**config.mk**
```make
export PLATFORM = sky130hd
export DESIGN_NAME = pac_chek_multi
export DESIGN_NICKNAME = d
export VERILOG_FILES = /design/src/rtl/pac_chek_pkg.sv /design/src/rtl/pac_chek_multi_sat_counter.sv /design/src/rtl/pac_chek_multi.sv
export SDC_FILE = /design/constraint.sdc
export NUM_CORES = 1
export LEC_CHECK = 0
export BUFFER_PORTS_ARGS = -buffer_cell sky130_fd_sc_hd__buf_4
export CAP_MARGIN = 10
export CORE_AREA = 5 5 177 179
export CTS_CLUSTER_SIZE = 8
export DETAILED_ROUTE_END_ITERATION = 10
export DIE_AREA = 0 0 182 184
export PLACE_DENSITY = 0.71
export SYNTH_ARGS = -nofsm -noshare
export SYNTH_HDL_FRONTEND = slang
export SYNTH_SLANG_ARGS = --single-unit
```
**constraint.sdc**
```tcl
create_clock -name i_clk -period 3.7 [get_ports i_clk]
set_input_delay 0.37 -clock i_clk [delete_from_list [all_inputs] [get_ports i_clk]]
set_output_delay 0.37 -clock i_clk [all_outputs]
set_load 0.1 [all_outputs]
```
**src/rtl/pac_chek_pkg.sv**
```systemverilog
// -----------------------------------------------------------------------------
// pac_chek_pkg
// Shared definitions for the multi-length packet checker:
//   - pattern mode constants
//   - checker FSM state encoding
//   - indices of the cumulative statistics counters
//   - 16-bit saturating increment used for the frame length
// -----------------------------------------------------------------------------
package pac_chek_pkg;

   // Pattern modes
   localparam int MODE_ABS_INC  = 0;   // sof word must be 0, then +1 per word
   localparam int MODE_SEED_INC = 1;   // sof word is the seed, then +1 per word

   // Checker FSM states
   typedef enum logic {
      ST_IDLE     = 1'b0,
      ST_IN_FRAME = 1'b1
   } state_t;

   // Cumulative statistics counter slots
   localparam int STAT_GOOD   = 0;
   localparam int STAT_BAD    = 1;
   localparam int STAT_ERR    = 2;
   localparam int STAT_ORPHAN = 3;
   localparam int STAT_NUM    = 4;

   // Increment that sticks at 16'hFFFF instead of wrapping
   function automatic logic [15:0] sat_inc16(input logic [15:0] v);
      return (v == 16'hFFFF) ? v : v + 16'd1;
   endfunction

endpackage

```
**src/rtl/pac_chek_multi_sat_counter.sv**
```systemverilog
// -----------------------------------------------------------------------------
// sat_counter
// Up-counter that saturates at all-ones. Clear has priority over increment.
// Ports:
//   i_clk    clock
//   i_rst_n  async active-low reset
//   i_inc    count one event this cycle
//   i_clr    synchronous clear (wins over i_inc)
//   o_cnt    current count
// -----------------------------------------------------------------------------
module sat_counter #(
   parameter int W = 32
) (
   input  logic         i_clk,
   input  logic         i_rst_n,
   input  logic         i_inc,
   input  logic         i_clr,
   output logic [W-1:0] o_cnt
);

   logic [W-1:0] r_cnt;

   always_ff @(posedge i_clk or negedge i_rst_n) begin
      if (!i_rst_n) begin
         r_cnt <= '0;
      end else if (i_clr) begin
         r_cnt <= '0;
      end else if (i_inc && (r_cnt != '1)) begin
         r_cnt <= r_cnt + W'(1);
      end
   end

   assign o_cnt = r_cnt;

endmodule

```
**src/rtl/pac_chek_multi.sv**
```systemverilog
// -----------------------------------------------------------------------------
// pac_chek_multi
// Packet checker for the VLC receive path. Checks each frame of the val/sof/eof
// stream against an incrementing pattern, measures its length against
// FRAME_LEN_VAL and keeps per-frame and cumulative statistics.
// Ports:
//   i_clk, i_rst_n          clock, async active-low reset
//   i_clr                   sync clear of counters, sticky flag, frame results
//   i_pac_chek_data         received word
//   i_pac_chek_data_valid   word valid (checker is always ready)
//   i_pac_chek_sof/eof      first/last word of a frame (qualified by valid)
//   o_good_word_num         matching words of the last completed frame
//   o_last_frame_len        length of the last completed frame (saturating)
//   o_frame_done/o_frame_ok one-cycle result pulses
//   o_good/bad_frame_cnt    cumulative good/bad frames
//   o_err_word_cnt          cumulative mismatched words
//   o_orphan_cnt            valid words seen outside a frame
//   o_err_sticky            set on any bad frame or orphan word
//   o_busy                  a frame is in progress
// -----------------------------------------------------------------------------
module pac_chek_multi
   import pac_chek_pkg::*;
#(
   parameter int          DATA_W        = 32,
   parameter int          CNT_W         = 32,
   parameter logic [15:0] FRAME_LEN_VAL = 16'd200,
   parameter int          PATTERN_MODE  = 0
) (
   input  logic              i_clk,
   input  logic              i_rst_n,
   input  logic              i_clr,
   input  logic [DATA_W-1:0] i_pac_chek_data,
   input  logic              i_pac_chek_data_valid,
   input  logic              i_pac_chek_sof,
   input  logic              i_pac_chek_eof,
   output logic [CNT_W-1:0]  o_good_word_num,
   output logic [15:0]       o_last_frame_len,
   output logic              o_frame_done,
   output logic              o_frame_ok,
   output logic [CNT_W-1:0]  o_good_frame_cnt,
   output logic [CNT_W-1:0]  o_bad_frame_cnt,
   output logic [CNT_W-1:0]  o_err_word_cnt,
   output logic [CNT_W-1:0]  o_orphan_cnt,
   output logic              o_err_sticky,
   output logic              o_busy
);

   state_t              r_state;
   state_t              w_state_next;

   // In-progress frame
   logic [DATA_W-1:0]   r_exp;
   logic [15:0]         r_len;
   logic [CNT_W-1:0]    r_good;
   logic                r_err;

   // Registered frame results
   logic [CNT_W-1:0]    r_good_word_num;
   logic [15:0]         r_last_frame_len;
   logic                r_frame_done;
   logic                r_frame_ok;
   logic                r_err_sticky;

   logic                w_sof_ok;
   logic [CNT_W-1:0]    w_good_inc;
   logic                w_start;
   logic                w_adv;
   logic                w_done;
   logic                w_trunc;
   logic                w_orphan;
   logic                w_word_mis;
   logic [15:0]         w_fin_len;
   logic [CNT_W-1:0]    w_fin_good;
   logic                w_fin_err;
   logic                w_fin_ok;

   logic [STAT_NUM-1:0] w_cnt_inc;
   logic [CNT_W-1:0]    w_cnt [STAT_NUM];

   // The sof word is judged alone: it must be zero in absolute mode and is
   // always good when it seeds the pattern.
   assign w_sof_ok   = (PATTERN_MODE == MODE_ABS_INC) ? (i_pac_chek_data == '0) : 1'b1;
   assign w_good_inc = (r_good == '1) ? r_good : r_good + CNT_W'(1);

   always_ff @(posedge i_clk or negedge i_rst_n) begin
      if (!i_rst_n) begin
         r_state <= ST_IDLE;
      end else begin
         r_state <= w_state_next;
      end
   end

   // Next state plus the frame bookkeeping for the current word. w_fin_* is
   // the frame status including this word, or the status before it when a
   // sof truncates the running frame.
   always_comb begin
      w_state_next = r_state;
      w_start      = 1'b0;
      w_adv        = 1'b0;
      w_done       = 1'b0;
      w_trunc      = 1'b0;
      w_orphan     = 1'b0;
      w_word_mis   = 1'b0;
      w_fin_len    = r_len;
      w_fin_good   = r_good;
      w_fin_err    = r_err;
      case (r_state)
         ST_IDLE: begin
            if (i_pac_chek_data_valid) begin
               if (i_pac_chek_sof) begin
                  w_word_mis = ~w_sof_ok;
                  if (i_pac_chek_eof) begin
                     w_done     = 1'b1;
                     w_fin_len  = 16'd1;
                     w_fin_good = w_sof_ok ? CNT_W'(1) : '0;
                     w_fin_err  = ~w_sof_ok;
                  end else begin
                     w_start      = 1'b1;
                     w_state_next = ST_IN_FRAME;
                  end
               end else begin
                  w_orphan = 1'b1;
               end
            end
         end
         ST_IN_FRAME: begin
            if (i_pac_chek_data_valid) begin
               if (i_pac_chek_sof) begin
                  // Running frame ends truncated; sof word opens a new one.
                  // A sof+eof here can only report one result, so the
                  // truncated frame is reported and the one-word frame dropped.
                  w_done     = 1'b1;
                  w_trunc    = 1'b1;
                  w_word_mis = ~w_sof_ok;
                  if (i_pac_chek_eof) begin
                     w_state_next = ST_IDLE;
                  end else begin
                     w_start = 1'b1;
                  end
               end else begin
                  w_adv      = 1'b1;
                  w_word_mis = (i_pac_chek_data != r_exp);
                  w_fin_len  = sat_inc16(r_len);
                  w_fin_good = w_word_mis ? r_good : w_good_inc;
                  w_fin_err  = r_err | w_word_mis;
                  if (i_pac_chek_eof) begin
                     w_done       = 1'b1;
                     w_state_next = ST_IDLE;
                  end
               end
            end
         end
         default: w_state_next = ST_IDLE;
      endcase
      w_fin_ok = w_done & ~w_trunc & ~w_fin_err & (w_fin_len == FRAME_LEN_VAL);
   end

   // Expected-word tracking and per-frame accumulation
   always_ff @(posedge i_clk or negedge i_rst_n) begin
      if (!i_rst_n) begin
         r_exp  <= '0;
         r_len  <= '0;
         r_good <= '0;
         r_err  <= 1'b0;
      end else begin
         if (i_pac_chek_data_valid) begin
            // Seeded mode follows the received word (resyncs after an error);
            // absolute mode keeps counting from the frame start.
            if (PATTERN_MODE == MODE_SEED_INC) begin
               r_exp <= i_pac_chek_data + DATA_W'(1);
            end else if (i_pac_chek_sof) begin
               r_exp <= DATA_W'(1);
            end else begin
               r_exp <= r_exp + DATA_W'(1);
            end
         end
         if (w_start) begin
            r_len  <= 16'd1;
            r_good <= w_sof_ok ? CNT_W'(1) : '0;
            r_err  <= ~w_sof_ok;
         end else if (w_adv) begin
            r_len  <= w_fin_len;
            r_good <= w_fin_good;
            r_err  <= w_fin_err;
         end
      end
   end

   // Frame results, one cycle after the completing word; clear wins over
   // a coinciding update but the pulses are still produced.
   always_ff @(posedge i_clk or negedge i_rst_n) begin
      if (!i_rst_n) begin
         r_good_word_num  <= '0;
         r_last_frame_len <= '0;
         r_frame_done     <= 1'b0;
         r_frame_ok       <= 1'b0;
         r_err_sticky     <= 1'b0;
      end else begin
         r_frame_done <= w_done;
         r_frame_ok   <= w_fin_ok;
         if (i_clr) begin
            r_good_word_num  <= '0;
            r_last_frame_len <= '0;
            r_err_sticky     <= 1'b0;
         end else begin
            if (w_done) begin
               r_good_word_num  <= w_fin_good;
               r_last_frame_len <= w_fin_len;
            end
            if (w_orphan || (w_done && !w_fin_ok)) begin
               r_err_sticky <= 1'b1;
            end
         end
      end
   end

   assign w_cnt_inc[STAT_GOOD]   = w_fin_ok;
   assign w_cnt_inc[STAT_BAD]    = w_done & ~w_fin_ok;
   assign w_cnt_inc[STAT_ERR]    = w_word_mis;
   assign w_cnt_inc[STAT_ORPHAN] = w_orphan;

   genvar gi;
   generate
      for (gi = 0; gi < STAT_NUM; gi++) begin : g_stat
         sat_counter #(
            .W (CNT_W)
         ) u_cnt (
            .i_clk   (i_clk),
            .i_rst_n (i_rst_n),
            .i_inc   (w_cnt_inc[gi]),
            .i_clr   (i_clr),
            .o_cnt   (w_cnt[gi])
         );
      end
   endgenerate

   assign o_good_word_num  = r_good_word_num;
   assign o_last_frame_len = r_last_frame_len;
   assign o_frame_done     = r_frame_done;
   assign o_frame_ok       = r_frame_ok;
   assign o_good_frame_cnt = w_cnt[STAT_GOOD];
   assign o_bad_frame_cnt  = w_cnt[STAT_BAD];
   assign o_err_word_cnt   = w_cnt[STAT_ERR];
   assign o_orphan_cnt     = w_cnt[STAT_ORPHAN];
   assign o_err_sticky     = r_err_sticky;
   assign o_busy           = (r_state == ST_IN_FRAME);

endmodule

```
## Yosys cells after proc, flatten, opt, wreduce, memory -nomap -nowiden

Index checks and enable logic that the tools add are counted.

- Bits in registers: 261
- Bits in latches: 0
- Bits in writable memories: 0
- Memory bits (read-only): 0
- Input bits: 38
- Output and inout bits: 180
- Word-level logic and storage cells: 120
- Memories kept: 0

- Add/subtract/negate cells: 7
- Multiply operators: 0
- Div/mod/pow operators: 0
- Order comparisons: 0
- Equality and inequality tests: 8
- Shift-type cells: 0
- Muxes and demuxes: 66
- Bitwise gates (word level): 10
- Reduce and logical (&&, ||, !) cells: 15

Operators by type and width:

| cell | count |
|---|---|
| two-way mux 32 bit | 20 |
| adder 32 x 1 -> 32 bit (second input constant) | 6 |
| two-way mux 16 bit | 10 |
| inequality test 32 bit (second input constant) | 4 |
| case mux 32 bit (2 select lines) | 1 |
| equality test 32 bit (second input constant) | 1 |
| logical NOT 32 bit | 1 |
| inequality test 32 bit | 1 |
| case mux 16 bit (2 select lines) | 1 |
| two-way mux 1 bit | 30 |
| adder 16 x 1 -> 16 bit (second input constant) | 1 |
| equality test 16 bit (second input constant) | 1 |
| equality test 16 x 8 -> 1 bit (second input constant) | 1 |
| nonzero test 2 bit | 7 |
| case mux 1 bit (2 select lines) | 4 |
| logical AND 1 bit | 5 |
| NOT 1 bit | 5 |
| bitwise AND 1 bit | 4 |
| logical NOT 1 bit | 1 |
| logical OR 1 bit | 1 |
| bitwise OR 1 bit | 1 |

## Depth between registers and ports, before layout

Gate-level depths: netlist (run 1).

- Depth in word-level cells: 14
- Mapped depth: 13
- Depth with buffers taken out: 9

## Hierarchy

A second synthesis (run 1) with hierarchy kept.

- Cell total of the unflattened synthesis: 1684
- Area total of the unflattened synthesis: 15307.2 um^2

By module, submodules not included:

| module | instances | cells an instance | area each (um^2) | seq. area each (um^2) |
|---|---|---|---|---|
| pac_chek_multi | 1 | 892 | 7877.6 | 3328.2 |
| sat_counter at g_stat[0].u_cnt ... | 3 | 198 | 1854.3 | 800.8 |
| sat_counter at g_stat[3].u_cnt | 1 | 198 | 1866.8 | 800.8 |

## Worst setup path before layout (run 1)

No wires, ideal clock.

- Path kind: register -> register
- Start: register r_state (netlist: o_busy)
- End: register g_stat[0].u_cnt.r_cnt[12]
- Setup time: 120 ps
- Arrival: 3321 ps
- Data required time: 3580 ps
- Setup slack: 259 ps
- Stages on the path, launching flop included: 13
- Path buffers: 4
- Clock period less this slack: 3441 ps
- Cells stage by stage: dfrtp_1 -> and3b_1 -> clkbuf_1 -> o41ai_1 -> a2111oi_0 -> o21ai_0 -> nor4b_1 -> and4_1 -> buf_6 -> buf_6 -> buf_2 -> a21oi_1 -> a31o_2

- Word-level cells in the longest chain between the ends: 7
- Elaborated cells between the ends (all ways): 13
- Classes of those cells: eq/ne (1); mux (4); bitwise (6); reduce/logical (2)

Ends and longest elaborated chain:

| what | line | RTL |
|---|---|---|
| from (decl) | pac_chek_multi.sv:48 | `state_t r_state;` |
| from (signal assigned) | pac_chek_multi.sv:89 | `r_state <= w_state_next;` |
| branches (longest 4 deep; another with case mux 16 bit (2 select lines)) | n/a |  |
| bitwise AND 1 bit * | pac_chek_multi.sv:155 | `w_fin_ok = w_done & ~w_trunc & ~w_fin_err & (w_fin_len == FRAME_LEN_VAL);` |
| logical AND 1 bit * | pac_chek_multi_sat_counter.sv:28 | `end else if (i_inc && (r_cnt != '1)) begin` |
| nonzero test 2 bit (no line) * | n/a |  |
| to (signal assigned) | pac_chek_multi_sat_counter.sv:29 | `r_cnt <= r_cnt + W'(1);` |
| to (decl) | pac_chek_multi_sat_counter.sv:21 | `logic [W-1:0] r_cnt;` |

Every way passes the cells marked *.
A chain may end at the register's enable or synchronous reset.

## Worst setup path in the final report (run 1)

- Start: register r_len[9]
- End: register g_stat[0].u_cnt.r_cnt[12]

- Word-level cells in the longest chain between the ends: 9
- Elaborated cells between the ends (all ways): 13
- Classes of those cells: add/sub (1); eq/ne (2); mux (7); bitwise (1); reduce/logical (2)

Ends and longest elaborated chain:

| what | line | RTL |
|---|---|---|
| from (decl) | pac_chek_multi.sv:53 | `logic [15:0] r_len;` |
| from (signal assigned) | pac_chek_multi.sv:182 | `r_len <= w_fin_len;` |
| adder 16 x 1 -> 16 bit / equality test 16 bit (equally long branches) | pac_chek_pkg.sv:30 | `return (v == 16'hFFFF) ? v : v + 16'd1;` |
| two-way mux 16 bit | pac_chek_pkg.sv:30 |  |
| two-way mux 16 bit | pac_chek_multi.sv:128 | `if (i_pac_chek_sof) begin` |
| two-way mux 16 bit | pac_chek_multi.sv:127 | `if (i_pac_chek_data_valid) begin` |
| case mux 16 bit (2 select lines) * | pac_chek_multi.sv:107 | `case (r_state)` |
| equality test 16 x 8 -> 1 bit * | pac_chek_multi.sv:155 |  |
| bitwise AND 1 bit * | pac_chek_multi.sv:155 |  |
| logical AND 1 bit * | pac_chek_multi_sat_counter.sv:28 |  |
| nonzero test 2 bit (no line) * | n/a |  |

Mark *: on every way between the ends. The rest lies on a longest branch, timed or not.

==> parameters.txt, run 1 <==
Parameter                              Value

Status
  Status    finished, final reports clean

Die
  Vertical die dimension    between 150 and 200 um
  Die Span X    182 um
  Area enclosed by the die boundary    33,500 sq um
  Number of rows created at floorplan    63
  I/O pin cnt    218
  Initial cell density of the core    49.6%
  Area of the core region    29,400 sq um

Yosys
  Cell accounting for the most synthesized area    sky130_fd_sc_hd__dfrtp_1
  Cells taking the most area after synthesis    sky130_fd_sc_hd__dfrtp_1 45%, sky130_fd_sc_hd__a21oi_1 4.2%, sky130_fd_sc_hd__nor2_1 4.1%
  Number of instances in the synthesized netlist    between 1,500 and 2,000
  Most frequent cells after synthesis    261 x sky130_fd_sc_hd__dfrtp_1, 158 x sky130_fd_sc_hd__nor2_1, 152 x sky130_fd_sc_hd__nand2_1, 123 x sky130_fd_sc_hd__a21oi_1, 91 x sky130_fd_sc_hd__o21ai_0
  Net Count, Synth    1,687
  Warnings, synthesis    0
  Most instantiated flip-flop cell in the synthesis netlist    sky130_fd_sc_hd__dfrtp_1
  Post-Syn Area    14,600 sq um
  Number of flip-flops and latches in the synthesized netlist    261
  Share of synthesized area occupied by flip-flops and latches    44.8%
  Proportion of synthesized flip-flops having asynchronous set or reset    100%
  Library cells used by synthesis    73
  Average instance area after synthesis    8.88 sq um
  Most used standard cell by instance count after synthesis    sky130_fd_sc_hd__dfrtp_1
  Number of enable-type register cells in the synthesized netlist    0
  Top-area cell type share of the netlist area    between 40 and 50%

Min path
  Hold path startpoint    i_pac_chek_sof
  Min-Delay Path Class    in -> reg
  Endpoint of the worst hold path    r_exp[4]
  Count of cells along the worst hold path    2

Drt
  Residual antenna-violating net count after detailed routing    0
  Average wire length per cell after detail routing    around 18 um
  Routed Wire Length    41.2 mm
  Initial DRC Count    roughly 1,100
  Post-detailed-route via-to-cell ratio    6.08
  Residual DRC    0
  Routed via count    13,600
  Iteration count of the initial detailed-routing pass    5

Global route
  Vias in the first global route    12,700
  Maximum number of pins on one net before global-route repair    109
  Total congestion overflow    0
  Total routing resource utilization after global routing    approximately a quarter
  Wire length of the first global-routing pass    ~67 mm
  Initial antenna violation count    1

Clock network
  Worst-case clock buffer depth    3
  Clock transition at the registers of the reported paths    0.05 ns
  TritonCTS sink count    261
  Clock latency at the later pin of the worst-skew pair    0.51 ns
  TritonCTS clock tree    done
  Post-CTS Setup Repair Bufs    0
  H-tree Lvls    2
  Inserted Clock Buffers    38
  Clock root buffer master    sky130_fd_sc_hd__clkbuf_16

Critical path
  Largest fanout on the critical path    48
  Element type at the critical path end    flip-flop
  Launching point of the worst reg2reg path    r_len[9]
  Worst Reg2Reg Path Length in Cells    12
  Data arrival time of the critical path    3.81 ns
  Setup slack, reg-to-reg    0.29 ns
  Data required time at the worst endpoint    4.10 ns
  Worst R2R End    g_stat[0].u_cnt.o_cnt[12]
  Category of the critical setup timing path    reg -> reg
  Critical path startpoint category    flip-flop

Timing
  Period utilisation layout    92.2%
  Max-slew headroom    39.9%
  Number of endpoints with negative hold slack in the final report    0
  Worst slew pin tran    approximately 0.9 ns
  Number of setup violations in the final report    0
  Total Negative Setup Slacks    0 ns
  Final setup skew    0.00953 ns
  Achievable Freq    between 200 and 300 MHz
  Hold Worst Slack    0.204 ns
  Post-route minimum period    3.41 ns
  RSZ-0062 raised after global routing    no
  Count of pins over their slew limit    0

Place
  Gpl congestion    0.911
  Area after detailed placement    between 15,000 and 20,000 sq um
  Port Buffers    around 220
  Final HPWL from detailed placement    28.3 mm

Finish
  Area added between synthesis and finish    21.5%
  Inserted Diodes    0
  Number of filler cells placed in the layout    between 2,000 and 3,000
  Proportion of layout cells with a drive suffix above 1    19.4%
  Summed area of non-filler cells in the final layout    17,700 sq um
  Final #Nets    1,887

Pwr
  Total leakage power    7.57 nW
  Power Density    a little under 400 nW/um^2
  Worst-case vdd ir drop    0.236 mV

Job
  Maximum capacitance violations    0
## area by class of cell
class	count	area, sq um	area share (%)
multi-input combinational	1246	7510	42.4
clock buffer	44	1040	5.86
timing repair buffer	261	2020	11.4
inverter	34	128	0.720
sequential	261	6530	36.9
tap	390	488	2.75
## critical path, stage by stage (launching register included)
cell	delay, ns
sky130_fd_sc_hd__dfrtp_1	0.50
sky130_fd_sc_hd__nand4_2	0.26
sky130_fd_sc_hd__o41ai_1	0.56
sky130_fd_sc_hd__buf_4	0.21
sky130_fd_sc_hd__a21oi_1	0.08
sky130_fd_sc_hd__a211oi_1	0.21
sky130_fd_sc_hd__nor4b_1	0.31
sky130_fd_sc_hd__buf_4	0.19
sky130_fd_sc_hd__and4_2	0.24
sky130_fd_sc_hd__buf_12	0.23
sky130_fd_sc_hd__buf_4	0.21
sky130_fd_sc_hd__a21oi_1	0.07
sky130_fd_sc_hd__a31o_2	0.23
## per-stage QoR
step                std cells  setup WS, ns  power [W]  utilization (%)
floorplan                1642         0.259    0.00365                -
global placement         2191         0.340    0.00395             56.7
detailed placement       2191         0.303    0.00396             56.7
CTS                      2236         0.252    0.00713             60.2
global route             2236        0.0412    0.00731             60.2
finish                   2236         0.290    0.00704             60.2
## flip-flops by register name (all words and copies together) (netlist names)
| name | flops |
|---|---|
| o_frame_ok | 1 |
| o_err_sticky | 1 |
| o_frame_done | 1 |
| o_good_word_num | 32 |
| r_good | 32 |
| g_stat.u_cnt.o_cnt | 128 |
| r_len | 16 |
| o_busy | 1 |
| r_exp | 32 |
| o_last_frame_len | 16 |
| r_err | 1 |
## logic make-up (layout without fill, tap and decap cells)
family,after synthesis,count (layout),synth area share [%]
and+or+nand+nor,726,726,25.8
DFF,261,261,44.8
adders and majority gates,8,8,0.669
AOI/OAI and AO/OA,384,384,16.7
buffers and inverters,135,339,3.84
xor gates and xnor gates,88,88,5.28
muxes,40,40,2.92
## cell usage in the layout, fill, tap and decap left out, types with 5 or more instances in the layout
master                      count
sky130_fd_sc_hd__a211oi_1      17
sky130_fd_sc_hd__a21oi_1      123
sky130_fd_sc_hd__a22o_1        13
sky130_fd_sc_hd__a311oi_1       8
sky130_fd_sc_hd__a31o_2        20
sky130_fd_sc_hd__a31oi_1       14
sky130_fd_sc_hd__and2_1        12
sky130_fd_sc_hd__and3_1        31
sky130_fd_sc_hd__and4_1        20
sky130_fd_sc_hd__buf_4        255
sky130_fd_sc_hd__clkbuf_16     41
sky130_fd_sc_hd__dfrtp_1      261
sky130_fd_sc_hd__ha_1           7
sky130_fd_sc_hd__inv_1         31
sky130_fd_sc_hd__mux2_2        19
sky130_fd_sc_hd__mux2i_1       20
sky130_fd_sc_hd__nand2_1      152
sky130_fd_sc_hd__nand3_1       89
sky130_fd_sc_hd__nand4_1       53
sky130_fd_sc_hd__nand4b_1       5
sky130_fd_sc_hd__nor2_1       157
sky130_fd_sc_hd__nor2b_1       16
sky130_fd_sc_hd__nor3_1        51
sky130_fd_sc_hd__nor4_1        41
sky130_fd_sc_hd__nor4b_1        6
sky130_fd_sc_hd__o211ai_1      20
sky130_fd_sc_hd__o21a_1        12
sky130_fd_sc_hd__o21ai_0       91
sky130_fd_sc_hd__o2bb2ai_1      7
sky130_fd_sc_hd__o31a_1         5
sky130_fd_sc_hd__o31ai_1       18
sky130_fd_sc_hd__o41ai_1        7
sky130_fd_sc_hd__or2_2          6
sky130_fd_sc_hd__or3_1         43
sky130_fd_sc_hd__or4_1         22
sky130_fd_sc_hd__xnor2_1       32
sky130_fd_sc_hd__xor2_1        56
## report_power, final
group | internal [W] | total (W) | switching [W]
Combinational | 0.000223 | 0.000887 | 0.000664
Sequential | 0.00294 | 0.00303 | 0.0000951
Clock | 0.00194 | 0.00312 | 0.00118
Total | 0.00510 | 0.00704 | 0.00194
## what timing repair did
item | in CTS | in global routing
gates resized for setup | 0 | 1
endpoints found under the setup margin | 0 | 28
hold buffers | 1 | 0
endpoints found under the hold margin | 105 | 0
## worst max-delay path by stage
stage | endpoint | startpoint | slack, ns
floorplan | g_stat[0].u_cnt.o_cnt[12] | o_busy | 0.26
global placement | g_stat[0].u_cnt.o_cnt[12] | r_len[1] | 0.34
detailed placement | g_stat[0].u_cnt.o_cnt[12] | r_len[1] | 0.30
CTS | g_stat[0].u_cnt.o_cnt[12] | r_len[1] | 0.25
global route | g_stat[0].u_cnt.o_cnt[12] | r_len[1] | 0.04
finish | g_stat[0].u_cnt.o_cnt[12] | r_len[9] | 0.29
## per-layer routing
layer  part of all wire [%]  global-route usage (%)
met5                  0.032                       0
met1                     45                    34.5
met4                    1.5                    5.19
met3                    7.3                    4.65
met2                     46                    37.8
Note: power is estimated with default switching activity, not from simulation.
==> run 2, diff against run 1 <==
--- a/config.mk
+++ b/config.mk
@@ -7,11 +7,13 @@
 export LEC_CHECK = 0
 export BUFFER_PORTS_ARGS = -buffer_cell sky130_fd_sc_hd__buf_4
 export CAP_MARGIN = 10
-export CORE_AREA = 5 5 177 179
+export CELL_PAD_IN_SITES_DETAIL_PLACEMENT = 0
+export CELL_PAD_IN_SITES_GLOBAL_PLACEMENT = 1
+export CORE_AREA = 5 5 189 191
 export CTS_CLUSTER_SIZE = 8
 export DETAILED_ROUTE_END_ITERATION = 10
-export DIE_AREA = 0 0 182 184
-export PLACE_DENSITY = 0.71
+export DIE_AREA = 0 0 194 196
+export PLACE_DENSITY_LB_ADDON = 0.1
 export SYNTH_ARGS = -nofsm -noshare
 export SYNTH_HDL_FRONTEND = slang
 export SYNTH_SLANG_ARGS = --single-unit
==> parameters.txt, run 2 (same netlist as run 1, synthesis figures left out) <==
Parameter                              Value

Timing
  Worst slew pin tran    0.965 ns
  Max-slew headroom    35.5%
  Number of setup violations in the final report    0
  Achievable Freq    285 MHz
  Number of endpoints with negative hold slack in the final report    0
  Period utilisation layout    between 90% and 100%
  Post-route minimum period    3.51 ns
  Hold Worst Slack    0.248 ns
  Final setup slack of the worst path    0.189 ns
  Final setup skew    just under 0.02 ns
  Count of pins over their slew limit    0

Finish
  Proportion of layout cells with a drive suffix above 1    19.4%
  Most common library cell in the layout ignoring fill and taps    sky130_fd_sc_hd__dfrtp_1
  Final #Nets    1,883
  Summed area of non-filler cells in the final layout    17,700 sq um
  Inserted Diodes    0
  Area added between synthesis and finish    21.6%
  Number of filler cells placed in the layout    3,243
  Commonest non-fill, non-tap cells in the layout    261 x sky130_fd_sc_hd__dfrtp_1, 251 x sky130_fd_sc_hd__buf_4, 157 x sky130_fd_sc_hd__nor2_1, 152 x sky130_fd_sc_hd__nand2_1, 123 x sky130_fd_sc_hd__a21oi_1
  Max FFs per register    128
  Non-Filler Instances    about 2,300

Drt
  Residual antenna-violating net count after detailed routing    0
  Routed Wire Length    around 44 mm
  Iteration count of the initial detailed-routing pass    7
  Residual DRC    0
  Initial DRC Count    935
  Post-detailed-route via-to-cell ratio    5.81
  Routed via count    13,300
  Average wire length per cell after detail routing    19.2 um

Die
  Initial cell density of the core    between 40% and 50%
  Area of the core region    33,900 sq um
  Die Span X    194 um
  I/O pin cnt    218
  Vertical die dimension    196 um
  Number of rows created at floorplan    68
  Area enclosed by the die boundary    approximately 38,000 sq um

Global route
  Wire length of the first global-routing pass    70.9 mm
  Initial antenna violation count    0
  Maximum number of pins on one net before global-route repair    161
  Total congestion overflow    0
  Vias in the first global route    12,700
  Total routing resource utilization after global routing    22.2%

Job
  Maximum capacitance violations    0

Clock network
  H-tree Lvls    2
  Clock transition at the registers of the reported paths    0.05 ns
  TritonCTS clock tree    done
  Clock latency at the later pin of the worst-skew pair    0.51 ns
  Clock root buffer master    sky130_fd_sc_hd__clkbuf_16
  Worst-case clock buffer depth    3
  Inserted Clock Buffers    38
  TritonCTS sink count    around 260

Critical path
  Data required time at the worst endpoint    around 4.1 ns
  Element type at the critical path end    flip-flop
  Most frequent CP cell    sky130_fd_sc_hd__buf_4
  Data arrival time of the critical path    3.94 ns
  Largest stage delay, worst path    about 0.50 ns
  Cell class contributing the biggest share of worst-path delay    simple AND/OR/NAND/NOR gates
  Worst path cell trace    ha_1 > nand3_1 > buf_4 > nor4_4 > buf_4 > a2111oi_1 > or3_4 > and3_4 > and4_2 > buf_12 > buf_4 > or4_1 > a21oi_1
  Largest fanout on the critical path    77
  Count of buffer and inverter cells on the critical path    4
  Critical path startpoint category    flip-flop
  Highest-delay cell along the critical path    sky130_fd_sc_hd__or4_1
  Category of the critical setup timing path    reg -> reg

Status
  Status    finished, final reports clean

Place
  Gpl congestion    slightly below 0.9
  Area after detailed placement    16,700 sq um
  Final HPWL from detailed placement    29.8 mm
  Port Buffers    217
  Placed cells    2,250
  Pre-CTS WS    between 0.2 and 0.25 ns

Pwr
  Worst-case vdd ir drop    0.289 mV
  Total leakage power    around 7.5 nW
  Power Density    393 nW/um^2

Min path
  Min-Delay Path Class    in -> reg
[run 2: cell types whose count changed in the layout (fill, tap and decap cells not counted), sizes merged]
cell / before / now
buf: 260 / 256
clkbuf: 44 / 39
clkinv: 1 / 2
inv: 33 / 34
[run 2: area by class of cell]
class | count | area, sq um | share of cell area, %
timing repair buffer | 257 | 1990 | 11.2
tap | 455 | 569 | 3.21
multi-input combinational | 1246 | 7530 | 42.5
sequential | 261 | 6530 | 36.8
inverter | 34 | 128 | 0.720
clock buffer | 39 | 976 | 5.50
clock inverter | 2 | 13.8 | 0.0776
[run 2: per-layer routing]
layer / vias to the layer above / share of wire, % / GRT usage [%]
met5: - / 0 / 0
li1: 6428 / - / -
met3: 65 / 5.8 / 4.28
met4: 0 / 1.9 / 5.23
met2: 375 / 46 / 34.9
met1: 6452 / 46 / 32.1
[run 2: final timing paths]
kind / endpoint / start / slack (ns) / cells after the start
hold / removal: o_busy / i_pac_chek_eof / 0.25 / 3
max in group asynchronous: g_stat[0].u_cnt.o_cnt[7] / i_rst_n / 2.21 / 3
setup / recovery: g_stat[1].u_cnt.o_cnt[28] / r_len[1] / 0.19 / 13
min in group asynchronous: o_good_word_num[11] / i_rst_n / 0.53 / 2
hold reg to reg: o_err_sticky / o_err_sticky / 0.50 / 2
setup reg to reg: g_stat[1].u_cnt.o_cnt[28] / r_len[1] / 0.19 / 13
[run 2: tightest hold or removal path: stages]
cell                       delay [ns]
sky130_fd_sc_hd__buf_4           0.12
sky130_fd_sc_hd__nand2_1         0.08
sky130_fd_sc_hd__a21boi_0        0.13
[run 2: power breakdown]
| group | switching (W) | internal [W] |
|---|---|---|
| registers | 0.0000922 | 0.00294 |
| logic | 0.000676 | 0.000225 |
| clock network | 0.00120 | 0.00184 |
[run 2: timing repair]
item,4_1_cts,5_1_grt
hold buffers,1,0
hold endpoints to repair,76,0
endpoints found under the setup margin,0,52
resized for setup,0,4
setup buffers,0,2
[run 2: metrics by stage]
stage	total power [W]	TNS (ns)	utilization, %
floorplan	0.00365	0	-
finish	0.00697	0	52.2
detailed placement	0.00398	0	49.2
global placement	0.00397	0	49.2
CTS	0.00707	0	52.1
global route	0.00727	-0.0119	52.2
==> run 3, diff against run 2 <==
--- a/config.mk
+++ b/config.mk
@@ -13,6 +13,7 @@
 export CTS_CLUSTER_SIZE = 8
 export DETAILED_ROUTE_END_ITERATION = 10
 export DIE_AREA = 0 0 194 196
+export GPL_TIMING_DRIVEN = 0
 export PLACE_DENSITY_LB_ADDON = 0.1
 export SYNTH_ARGS = -nofsm -noshare
 export SYNTH_HDL_FRONTEND = slang
==> parameters.txt, run 3 (same netlist as run 1, synthesis figures left out) <==
Parameter                              Value

Status
  Status    finished, final reports clean

Global route
  Initial antenna violation count    2
  Total routing resource utilization after global routing    24.6%
  Maximum number of pins on one net before global-route repair    99
  Vias in the first global route    13,300
  Total congestion overflow    0
  Wire length of the first global-routing pass    76.6 mm

Finish
  Commonest non-fill, non-tap cells in the layout    260 x sky130_fd_sc_hd__dfrtp_1, 221 x sky130_fd_sc_hd__buf_4, 158 x sky130_fd_sc_hd__nor2_1, 152 x sky130_fd_sc_hd__nand2_1, 123 x sky130_fd_sc_hd__a21oi_1
  Area added between synthesis and finish    22.9%
  Final design utilization    52.8%
  Max FFs per register    128
  Final #Nets    slightly below 2,000
  Number of filler cells placed in the layout    3,183
  Most common library cell in the layout ignoring fill and taps    sky130_fd_sc_hd__dfrtp_1
  Proportion of layout cells with a drive suffix above 1    between 15 and 20%
  Inserted Diodes    0

Place
  Final HPWL from detailed placement    34.8 mm
  Pre-CTS WS    -0.319 ns
  Gpl congestion    a little over 0.9
  Port Buffers    213

Min path
  Endpoint of the worst hold path    o_busy
  Hold path startpoint    i_pac_chek_data_valid
  Min-Delay Path Class    in -> reg
  Count of cells along the worst hold path    3

Clock network
  Inserted Clock Buffers    38
  Worst-case clock buffer depth    3
  Clock latency at the later pin of the worst-skew pair    0.51 ns
  TritonCTS sink count    roughly 260
  Clock root buffer master    sky130_fd_sc_hd__clkbuf_16
  H-tree Lvls    2
  TritonCTS clock tree    done
  Clock transition at the registers of the reported paths    0.05 ns

Timing
  Hold Worst Slack    0.311 ns
  Final setup skew    0.0157 ns
  Achievable Freq    284 MHz
  Worst slew pin tran    1.12 ns
  RSZ-0062 raised after global routing    no
  Total Negative Setup Slacks    0 ns
  Max-slew headroom    25.6%
  Period utilisation layout    ~95%
  Count of pins over their slew limit    0
  Number of endpoints with negative hold slack in the final report    0
  Post-route minimum period    around 3.5 ns
  Final setup slack of the worst path    0.179 ns
  Number of setup violations in the final report    0

Pwr
  Power Density    a little under 400 nW/um^2
  Share of power burned in combinational logic    a little over an eighth
  Sum of internal, switching and leakage power    0.00707 W
  Internal power    0.00502 W
  Part of the power in the clock network    43.9%
  Sequential share of power    42.7%
  Share of total power consumed by net switching    29.0%
  Worst-case vdd ir drop    0.299 mV
  Total leakage power    7.57 nW
  NetSw    a little over 0.002 W

Drt
  Routed via count    13,900
  Residual DRC    0
  Residual antenna-violating net count after detailed routing    0
  Initial DRC Count    1,048
  Post-detailed-route via-to-cell ratio    a little under 6
  Average wire length per cell after detail routing    20.7 um
  Routed Wire Length    48.8 mm
  Iteration count of the initial detailed-routing pass    5

Die
  Die Span X    ~190 um
  Area of the core region    between 30,000 and 40,000 sq um
  I/O pin cnt    218
  Initial cell density of the core    43.0%
  Number of rows created at floorplan    68
  Area enclosed by the die boundary    about 38,000 sq um
  Vertical die dimension    196 um

Critical path
  Category of the critical setup timing path    reg -> reg
  Launching point of the worst reg2reg path    r_len[1]
  Data arrival time of the critical path    slightly below 4 ns
  Worst R2R End    g_stat[1].u_cnt.o_cnt[19]
  Data required time at the worst endpoint    4.07 ns
  Element type at the critical path end    flip-flop
  Worst Reg2Reg Path Length in Cells    13
  Setup slack, reg-to-reg    0.18 ns
  Largest fanout on the critical path    10
  Critical path startpoint category    flip-flop

Job
  Maximum capacitance violations    0
[run 3: cell count changes in the layout (fill, tap and decap cells not counted), sizes merged]
cell / previous run / this run
clkbuf: 39 / 117
buf: 256 / 243
clkinv: 2 / 1
[run 3: timing repair]
| item | in CTS | in global routing |
|---|---|---|
| hold buffers | 1 | 0 |
| gates resized for setup | 6 | 12 |
| hold endpoints to repair | 65 | 0 |
| pin swaps | 2 | 0 |
| setup buffers | 4 | 0 |
| setup endpoints to repair | 58 | 56 |
[run 3: layer usage]
metal | part of all wire, % | routed length (um) | GRT usage [%] | up-vias
li1 | - | - | - | 6558
met1 | 46 | 22300 | 35.5 | 6782
met2 | 46 | 22400 | 38.8 | 442
met3 | 5.9 | 2900 | 3.85 | 80
met4 | 2.3 | 1140 | 6.64 | 4
met5 | 0.055 | 27 | 0 | -
[run 3: cell type report]
type	count	area [sq um]	area share, %
flip-flops and latches	261	6530	36.4
repair buffers	220	1700	9.49
clock buffers	41	993	5.54
well taps	455	569	3.18
clock inverters	1	8.76	0.0489
plain buffers	100	432	2.41
inverters	34	128	0.712
multi-input cells	1246	7560	42.2
[run 3: through the flow]
| step | cells | cell area, sq um |
|---|---|---|
| after floorplan | 1642 | 14600 |
| after global placement | 2310 | 16800 |
| after detailed placement | 2312 | 16800 |
| after CTS | 2359 | 17900 |
| after global routing | 2358 | 17900 |
| final | 2358 | 17900 |
[run 3: critical path, stage by stage, from the launching register on]
cell and delay [ns]:
sky130_fd_sc_hd__dfrtp_1 0.45, sky130_fd_sc_hd__ha_1 0.27, sky130_fd_sc_hd__nand3_2 0.24, sky130_fd_sc_hd__nor4_4 0.36
sky130_fd_sc_hd__buf_4 0.17, sky130_fd_sc_hd__a31oi_1 0.04, sky130_fd_sc_hd__o32a_2 0.42, sky130_fd_sc_hd__nor2b_1 0.17
sky130_fd_sc_hd__and4_1 0.23, sky130_fd_sc_hd__buf_6 0.15, sky130_fd_sc_hd__buf_6 0.14, sky130_fd_sc_hd__buf_2 0.20
sky130_fd_sc_hd__o41ai_1 0.44, sky130_fd_sc_hd__a21oi_1 0.11
[run 3: power by group through the flow]
stage | logic, W | registers [W] | clock network [W]
final | 0.000948 | 0.00302 | 0.00310
after floorplan | 0.000304 | 0.00335 | 0
after CTS | 0.000953 | 0.00301 | 0.00317
after detailed placement | 0.000948 | 0.00306 | 0
after global routing | 0.00101 | 0.00303 | 0.00329
after global placement | 0.000932 | 0.00306 | 0
[run 3: worst max path at each step]
stage                   start                   endpoint  depth (start not counted)
6_report             r_len[1]  g_stat[1].u_cnt.o_cnt[19]                         13
3_5_place_dp   i_pac_chek_sof               o_err_sticky                         11
5_1_grt              r_exp[0]        o_good_word_num[10]                          9
2_1_floorplan          o_busy  g_stat[0].u_cnt.o_cnt[12]                         12
3_3_place_gp   i_pac_chek_sof               o_err_sticky                         10
4_1_cts              r_len[0]  g_stat[0].u_cnt.o_cnt[31]                         12
